==> config.mk <==
export PLATFORM = sky130hd
export DESIGN_NAME = warp_issue_scheduler
export DESIGN_NICKNAME = d
export VERILOG_FILES = /design/src/rtl/warp_issue_scheduler_pkg.sv /design/src/rtl/warp_issue_scheduler_rr_priority_pick.sv /design/src/rtl/warp_issue_scheduler.sv
export SDC_FILE = /design/constraint.sdc
export NUM_CORES = 2
export LEC_CHECK = 0
export CELL_PAD_IN_SITES_DETAIL_PLACEMENT = 1
export CELL_PAD_IN_SITES_GLOBAL_PLACEMENT = 2
export CORE_MARGIN = 5
export CORE_UTILIZATION = 33
export DETAILED_ROUTE_END_ITERATION = 10
export GPL_ROUTABILITY_DRIVEN = 0
export HOLD_SLACK_MARGIN = 0.12
export PLACE_DENSITY_LB_ADDON = 0.1
export SYNTH_ARGS = -nofsm -noshare
export SYNTH_HDL_FRONTEND = slang
export SYNTH_SLANG_ARGS = --single-unit
==> constraint.sdc <==
create_clock -name clk -period 4.4 [get_ports clk]
set_input_delay 0.44 -clock clk [delete_from_list [all_inputs] [get_ports clk]]
set_output_delay 0.44 -clock clk [all_outputs]
set_load 0.02 [all_outputs]
==> src/rtl/warp_issue_scheduler_pkg.sv <==
// Shared SM parameters and types for the warp issue scheduler.
// Holds warp count, warp index width and decoded packet width, plus the
// matching index/packet typedefs used by the scheduler and its bench.
package warp_issue_scheduler_pkg;

  localparam int unsigned NumWarp    = 8;
  localparam int unsigned NumWarpLog = 3;
  localparam int unsigned PktW       = 128;

  typedef logic [NumWarpLog-1:0] warp_idx_t;
  typedef logic [PktW-1:0]       pkt_t;

endpackage

==> src/rtl/warp_issue_scheduler_rr_priority_pick.sv <==
// Round-robin priority picker shared by SM arbiters.
// Returns the first set request bit searching from ptr_i upward, wrapping
// modulo N (N must be a power of two so the index wraps by overflow).
//   req_i   in  N     request vector
//   ptr_i   in  IdxW  search start position
//   grant_o out IdxW  granted index (ptr_i when nothing requests)
//   any_o   out 1     any request present
module rr_priority_pick #(
  parameter int unsigned N    = 8,
  parameter int unsigned IdxW = 3
) (
  input  logic [N-1:0]    req_i,
  input  logic [IdxW-1:0] ptr_i,
  output logic [IdxW-1:0] grant_o,
  output logic            any_o
);

  logic [IdxW-1:0] idx;

  assign any_o = |req_i;

  // Scan from the farthest offset down so the nearest request wins last.
  always_comb begin
    grant_o = ptr_i;
    idx     = ptr_i;
    for (int i = N - 1; i >= 0; i--) begin
      idx = ptr_i + IdxW'(i);
      if (req_i[idx]) begin
        grant_o = idx;
      end
    end
  end

endmodule

==> src/rtl/warp_issue_scheduler.sv <==
// Per-SM warp issue scheduler. Buffers one decoded packet per warp, picks
// one eligible warp per cycle in round-robin order, offers it to the
// ScoreBoard and issues it when ready and not stalled. A warp that issues
// a branch stays blocked until its branch resolves.
//   clk, reset            clock, synchronous active-high reset
//   stall_i               downstream stall
//   fill_*_i              decode fill (valid, warp, packet, branch flag)
//   buf_free_o            per-warp buffer free
//   sb_valid/warp/packet  candidate offered to the ScoreBoard
//   sb_ready_i            ScoreBoard ready for the candidate (same cycle)
//   br_resolve_*_i        branch-resolution pulse and warp
//   issue_*_o             registered issue to operand collect
//   err_o                 sticky: fill dropped on an occupied buffer
module warp_issue_scheduler
  import warp_issue_scheduler_pkg::*;
(
  input  logic                  clk,
  input  logic                  reset,
  input  logic                  stall_i,
  input  logic                  fill_valid_i,
  input  logic [NumWarpLog-1:0] fill_warp_i,
  input  logic [PktW-1:0]       fill_packet_i,
  input  logic                  fill_branch_i,
  output logic [NumWarp-1:0]    buf_free_o,
  output logic                  sb_valid_o,
  output logic [NumWarpLog-1:0] sb_warp_o,
  output logic [PktW-1:0]       sb_packet_o,
  input  logic                  sb_ready_i,
  input  logic                  br_resolve_valid_i,
  input  logic [NumWarpLog-1:0] br_resolve_warp_i,
  output logic                  issue_valid_o,
  output logic [NumWarpLog-1:0] issue_warp_o,
  output logic [PktW-1:0]       issue_packet_o,
  output logic                  err_o
);

  logic [NumWarp-1:0] valid_q, valid_d;
  logic [NumWarp-1:0] blocked_q, blocked_d;
  logic [NumWarp-1:0] branch_q, branch_d;
  pkt_t               packet_q [NumWarp];
  pkt_t               packet_d [NumWarp];
  warp_idx_t          rr_ptr_q, rr_ptr_d;
  logic               issue_valid_q, issue_valid_d;
  warp_idx_t          issue_warp_q, issue_warp_d;
  pkt_t               issue_packet_q, issue_packet_d;
  logic               err_q, err_d;

  logic [NumWarp-1:0] eligible;
  warp_idx_t          cand;
  logic               any_elig;
  logic               fire;
  logic               fill_ok;

  assign eligible = valid_q & ~blocked_q;

  rr_priority_pick #(
    .N    (NumWarp),
    .IdxW (NumWarpLog)
  ) u_pick (
    .req_i   (eligible),
    .ptr_i   (rr_ptr_q),
    .grant_o (cand),
    .any_o   (any_elig)
  );

  // Same condition the ScoreBoard uses to reserve the destination.
  assign fire    = any_elig & sb_ready_i & ~stall_i;
  // A buffer draining this cycle may be refilled in the same cycle.
  assign fill_ok = ~valid_q[fill_warp_i] | (fire & (cand == fill_warp_i));

  always_comb begin
    valid_d        = valid_q;
    blocked_d      = blocked_q;
    branch_d       = branch_q;
    packet_d       = packet_q;
    rr_ptr_d       = rr_ptr_q;
    issue_valid_d  = fire;
    issue_warp_d   = issue_warp_q;
    issue_packet_d = issue_packet_q;
    err_d          = err_q;

    // Advance past the candidate whether or not it issued, so a hazarded
    // warp cannot starve the others.
    if (any_elig && !stall_i) begin
      rr_ptr_d = cand + 1'b1;
    end

    if (br_resolve_valid_i) begin
      blocked_d[br_resolve_warp_i] = 1'b0;
    end

    if (fire) begin
      valid_d[cand]  = 1'b0;
      issue_warp_d   = cand;
      issue_packet_d = packet_q[cand];
      if (branch_q[cand]) begin
        blocked_d[cand] = 1'b1;
      end
    end

    if (fill_valid_i) begin
      if (fill_ok) begin
        valid_d[fill_warp_i]  = 1'b1;
        packet_d[fill_warp_i] = fill_packet_i;
        branch_d[fill_warp_i] = fill_branch_i;
      end else begin
        err_d = 1'b1;
      end
    end
  end

  always_ff @(posedge clk) begin
    if (reset) begin
      valid_q        <= '0;
      blocked_q      <= '0;
      branch_q       <= '0;
      for (int i = 0; i < NumWarp; i++) begin
        packet_q[i] <= '0;
      end
      rr_ptr_q       <= '0;
      issue_valid_q  <= 1'b0;
      issue_warp_q   <= '0;
      issue_packet_q <= '0;
      err_q          <= 1'b0;
    end else begin
      valid_q        <= valid_d;
      blocked_q      <= blocked_d;
      branch_q       <= branch_d;
      packet_q       <= packet_d;
      rr_ptr_q       <= rr_ptr_d;
      issue_valid_q  <= issue_valid_d;
      issue_warp_q   <= issue_warp_d;
      issue_packet_q <= issue_packet_d;
      err_q          <= err_d;
    end
  end

  assign buf_free_o     = ~valid_q;
  assign sb_valid_o     = any_elig;
  assign sb_warp_o      = cand;
  assign sb_packet_o    = packet_q[cand];
  assign issue_valid_o  = issue_valid_q;
  assign issue_warp_o   = issue_warp_q;
  assign issue_packet_o = issue_packet_q;
  assign err_o          = err_q;

endmodule

== Yosys cells after proc, flatten, opt, wreduce, memory -nomap -nowiden ==
Index checks and enable logic that the tools add are counted.
Storage, ports and cells
  input bits: 141
  register bits: 1184
Cells by class
  add/subtract/negate cells: 8
  magnitude comparators: 17
  equality and inequality tests: 1
  reductions and logical operators: 9
  bitwise gates (word level): 18
  mux-type cells: 47
Operators by type and width (count)
  1024-bit bitwise mux: 1
  128-bit binary-select mux with 3-bit select: 1
  128-bit demux with 3-bit select: 1
  128-bit two-way mux: 3
  8-bit two-way mux: 6
  3-bit by 4-bit < comparator with 1-bit output, second input constant: 11
  8-bit inverter: 4
  1-bit binary-select mux with 3-bit select: 10
  8-bit bitwise AND: 3
  3-bit two-way mux: 8
  8-bit OR: 2
  1-bit two-way mux: 13
  3-bit adder, second input constant: 4
  1-bit demux with 3-bit select: 3
  3-bit by 1-bit >= comparator with 1-bit output, second input constant: 3
  8-bit bitwise mux: 1
  4-bit >= comparator, second input constant: 2
  3-bit inverter with 4-bit output: 2
  8-bit OR reduction: 1
  3-bit by 1-bit adder with 3-bit output, second input constant: 2
  3-bit by 2-bit adder with 3-bit output, second input constant: 2
  1-bit logical AND: 5
  4-bit by 1-bit < comparator with 1-bit output, second input constant: 1
  2-bit AND reduction: 2
  5 further kinds: 9

== Depth between registers and ports, before layout ==
  depth in word-level cells: 22
  mapped depth: 18
  depth with buffers taken out: 12

== By module ==
A second synthesis with hierarchy kept.
Unflattened totals
  cells, all modules: 5451
  area, all modules: 55864.8 um2
Modules (own cells, without submodules)
  warp_issue_scheduler: area each 54990.2 um2, times used 1, sequential area each 23702.7 um2, cells an instance 5357
  rr_priority_pick: area each 874.6 um2, times used 1, sequential area each 0.0 um2, cells an instance 94

== Worst setup path after synthesis ==
OpenSTA, ideal clock, no wires.
  path type: register to output
  start point: reg rr_ptr_q[1]
  end point: out sb_packet_o[3]
  slack: 0.053 ns
  stages on the path, launching flop included: 18
  path buffers: 6
  data arrival time: 3.907 ns
  path through: dfxtp_1 > buf_2 > clkbuf_1 > inv_1 > ha_1 > buf_2 > inv_1 > mux4_2 > a21boi_1 > o2111a_1 > o21ai_1 > nand2_2 > inv_2 > buf_2 > buf_1 > clkbuf_1 > a311o_1 > nand2_1
Between the ends
  cells in the longest elaborated chain, start to end: 15
RTL lines
  from (decl): RTL line warp_issue_scheduler.sv:42  | warp_idx_t rr_ptr_q, rr_ptr_d;
  from (signal assigned): RTL line warp_issue_scheduler.sv:130  | rr_ptr_q <= rr_ptr_d;
  3-bit adder: RTL line warp_issue_scheduler_rr_priority_pick.sv:27  | idx = ptr_i + IdxW'(i);
  1-bit binary-select mux with 3-bit select: RTL line warp_issue_scheduler_rr_priority_pick.sv:28  | if (req_i[idx]) begin
  1-bit two-way mux (implied by the code): RTL line warp_issue_scheduler_rr_priority_pick.sv:28
  3-bit two-way mux (7 in a row): RTL line warp_issue_scheduler_rr_priority_pick.sv:28
  3-bit two-way mux (*): RTL line warp_issue_scheduler_rr_priority_pick.sv:28
  3-bit inverter with 4-bit output (implied by the code) (*): RTL line warp_issue_scheduler.sv:141  | assign sb_packet_o = packet_q[cand];
  128-bit binary-select mux with 3-bit select (*): RTL line warp_issue_scheduler.sv:141
  128-bit two-way mux (implied by the code) (*) (2 in a row): RTL line warp_issue_scheduler.sv:141
  to (decl): RTL line warp_issue_scheduler.sv:27  | output logic [PktW-1:0] sb_packet_o,
Every way passes the cells marked *; elsewhere a longest branch is shown, timed or not. The select of a mux whose other input is x is not followed.

== Worst setup path after layout ==
  start point: reg rr_ptr_q[0]
  end point: out sb_packet_o[112]
Same word-level chain as after synthesis.

==> impl_metrics.py <==
metrics = {
    "global_route": {
        "globalRouteOverflowTotal": 0,
        "grt_pass1_wl_mm": 290,
        "grt_pass1_vias": 46100,
        "antenna_found_initial": 19,
        "track_usage_pct": 21.9,
        "grt_max_degree": 114,
    },
    "floorplanning": {
        "core_area_mm2": 0.159,
        "rows": 146,
        "die_x_um": 409,
        "dieArea_mm2": 0.168,
        "start_util_pct": 33.2,
        "pin_count": 414,
        "die_h_um": 409,
    },
    "worst_setup_path": {
        "rrSetupSlack_ns": 0.34,
        "r2r_start": "rr_ptr_q[0]$_SDFFE_PP0P_",
        "crit_path_end_kind": "output port",
        "r2r_end": "packet_q[428]$_SDFFE_PP0P_",
        "startpoint_type": "flip-flop",
        "r2r_cells": 17,
        "path_max_fanout": 14,
        "arrival_ns": 4.36,
        "cp-endpoint": "sb_packet_o[112]",
        "cp.required_ns": 3.96,
        "startpoint": "rr_ptr_q[0]$_SDFFE_PP0P_",
        "crit_type": "reg2out",
    },
    "outcome": {
        "outcome": "finished with violations",
        "violations": "negative setup slack",
    },
    "power": {
        "p_comb_share_pct": 50.4,
        "p_sw_mw": 18.4,
        "p_clk_share_pct": 25.5,
        "ir_drop_mv": 0.699,
        "switching_share_pct": 39.3,
        "seq_power_share_pct": 24.0,
        "cellPowerDensity_mw_per_mm2": 683,
        "p_leak_nw": 31.5,
        "total_power_mw": 46.8,
        "p_int_mw": 28.4,
    },
    "drt": {
        "drt-vias-per-instance": 5.27,
        "vias": 44100,
        "routed_wl_mm": 195,
        "drc": 0,
        "firstDrtPassIters": 5,
        "wl_per_cell_um": 23.3,
        "drt_iter0_drc": 2127,
        "antenna_left": 0,
    },
    "min_path": {
        "min_path_type": "in2reg",
    },
    "cts": {
        "cts_buffers": 143,
        "cts_tree": "built",
        "clkLatencyLatePin_ns": 0.77,
        "cts-root-buf": "clkbuf_16",
        "cts-htree-levels": 4,
        "cts.sinks": 1184,
        "clk_pin_slew_ns": 0.06,
        "clock_path_buffers": 3,
    },
    "layout": {
        "nNetsFinal": 6317,
        "drive_above_1_share_pct": 15.4,
        "final_cell_mix": "nand2_1, dfxtp_1, mux2i_1, clkdlybuf4s50_1, buf_4",
        "layout_commonest_cell": "nand2_1",
        "areaGrowthSynthToFinish_pct": 30.0,
    },
    "synth": {
        "yosysUniqueCellTypes": 71,
        "ys_seq_area_share_pct": 45.0,
        "syn-num-nets": 5840,
        "synth_area_leaders": "dfxtp_1, mux2i_1, nand2_1, a221o_1, a311o_1",
        "yosysWarnings": 0,
        "ys_ff_latch": 1184,
        "synth-edff-count": 0,
        "synth_area_leader_cell": "dfxtp_1",
        "async_flop_share_pct": 0,
        "syn-cell-area_mm2": 0.0526,
        "synth_top_area_share_pct": 45.0,
        "syn_area_per_cell_um2": 9.24,
        "netlist_instances": 5697,
        "synth-main-ff-cell": "dfxtp_1",
    },
    "timing": {
        "drv_slew": 0,
        "tightest_slew_ns": 0.958,
        "fin_hold_ws_ns": 0.450,
        "max_freq_mhz": 208,
        "skew_ns": 0.0380,
        "worst_slack_ns": -0.404,
        "min_period_ns": 4.80,
        "hold_violations": 0,
        "rsz0062_at_grt": "true",
        "min_period_over_period_pct": 109,
        "slew_headroom_pct": 36.1,
        "finalSetupViolCount": 128,
    },
    "place": {
        "dp_hpwl_mm": 123,
        "io_buffers": 413,
    },
    "run": {
        "max_cap_violations": 0,
    },
}
## layout make-up
type                            count  area [um2]
Timing Repair inverter              2        41.3
Clock buffer                      212        4230
Antenna cell                       11        27.5
Sequential cell                  1184       23700
Inverter                           18         113
Multi-Input combinational cell   3990       27000
Tap cell                         2072        2590
Clock inverter                     43         474
Timing Repair Buffer              835       10200
Fill cell                       17700       90100
## synth_stat cells, types with 3 or more instances
master	number
nand2_1	1692
buf_1	8
nor4_1	3
o21ai_0	139
o31ai_1	4
and3_1	130
inv_1	14
mux4_2	14
dfxtp_1	1184
nand4_1	9
nor3_1	16
a211oi_1	134
a41oi_2	7
a21oi_1	149
nor2b_1	13
nor4bb_1	3
buf_6	69
mux2i_1	1168
xnor2_1	3
clkbuf_1	308
inv_2	3
a221o_1	128
buf_2	105
a31o_2	5
a311o_1	128
nand3_1	16
a31oi_1	132
and2_1	6
nand2b_1	15
buf_4	15
nor2_1	21
nand4b_1	4
o21ai_1	3
## worst min path at each step
stage,startpoint,to,slack [ns],depth (start not counted)
after floorplan,packet_q[412]$_SDFFE_PP0P_,packet_q[412]$_SDFFE_PP0P_,0.43,2
after global placement,packet_q[485]$_SDFFE_PP0P_,packet_q[485]$_SDFFE_PP0P_,0.44,2
after detailed placement,packet_q[400]$_SDFFE_PP0P_,packet_q[400]$_SDFFE_PP0P_,0.45,2
after CTS,br_resolve_warp_i[1],blocked_q[6]$_SDFF_PP0_,0.40,4
after global routing,fill_packet_i[108],packet_q[236]$_SDFFE_PP0P_,0.45,3
final,fill_packet_i[84],packet_q[468]$_SDFFE_PP0P_,0.45,3
## layer usage
layer	share of wire (%)	global-route usage, %
met1	48	29.7
met2	46	36.2
met3	3.4	3.69
met4	2.4	5.77
met5	0.042	0
## power by group through the flow
stage | combinational [mW] | sequential, mW | clock (mW)
finish | 23.6 | 11.2 | 11.9
global route | 24.7 | 11.3 | 12.7
CTS | 20.5 | 11.2 | 12.3
detailed placement | 19.0 | 11.5 | 0
global placement | 19.0 | 11.5 | 0
floorplan | 9.44 | 11.5 | 0
## stage by stage
step / utilization (%) / instances / setup TNS [ns] / setup WS, ns / area, um2
floorplan: - / 5697 / 0 / 0.0525 / 52600
global placement: 38.6 / 7995 / -18.51 / -0.203 / 61200
detailed placement: 38.6 / 7995 / -19.41 / -0.210 / 61200
CTS: 42.0 / 8284 / -71.47 / -0.839 / 66600
global route: 43.2 / 8360 / -59.68 / -0.561 / 68400
finish: 43.2 / 8367 / -39.30 / -0.404 / 68500
## flip-flops by register name, indices dropped and copies added, names as in the netlist
signal	count
packet_q	1024
issue_packet_o	128
blocked_q	8
branch_q	8
valid_q	8
issue_warp_o	3
rr_ptr_q	3
err_o	1
issue_valid_o	1
## kinds of logic (layout without fill, tap and decap cells)
family / count (synthesis) / after routing / share of synthesized area [%]
and+or+nand+nor: 1945 / 1945 / 15.0
DFF: 1184 / 1184 / 45.0
muxes: 1182 / 1182 / 22.8
AOI/OAI and AO/OA: 857 / 857 / 11.9
buffers and inverters: 523 / 1110 / 5.08
xor gates and xnor gates: 4 / 4 / 0.0666
adders and majority gates: 2 / 2 / 0.0475
other: 0 / 11 / 0
## timing repair
| item | CTS | global route |
|---|---|---|
| gates cloned | 11 | 26 |
| gates resized for setup | 419 | 549 |
| hold buffers | 0 | 0 |
| setup buffers | 23 | 53 |
| pin swaps | 50 | 175 |
| endpoints found under the setup margin | 131 | 131 |
## worst max-delay path: stages (launching register included)
cell	delay, ns
dfxtp_4	0.36
buf_8	0.15
nor4b_1	0.36
buf_4	0.20
nor4_4	0.05
mux2i_1	0.13
buf_4	0.16
a211oi_2	0.04
or4b_4	0.57
and2_4	0.20
buf_12	0.17
clkinv_16	0.09
buf_16	0.16
buf_12	0.13
buf_12	0.13
nand2_2	0.05
a221o_1	0.39
nand2_1	0.11
buf_6	0.12
Note: power is estimated with default switching activity, not from simulation.
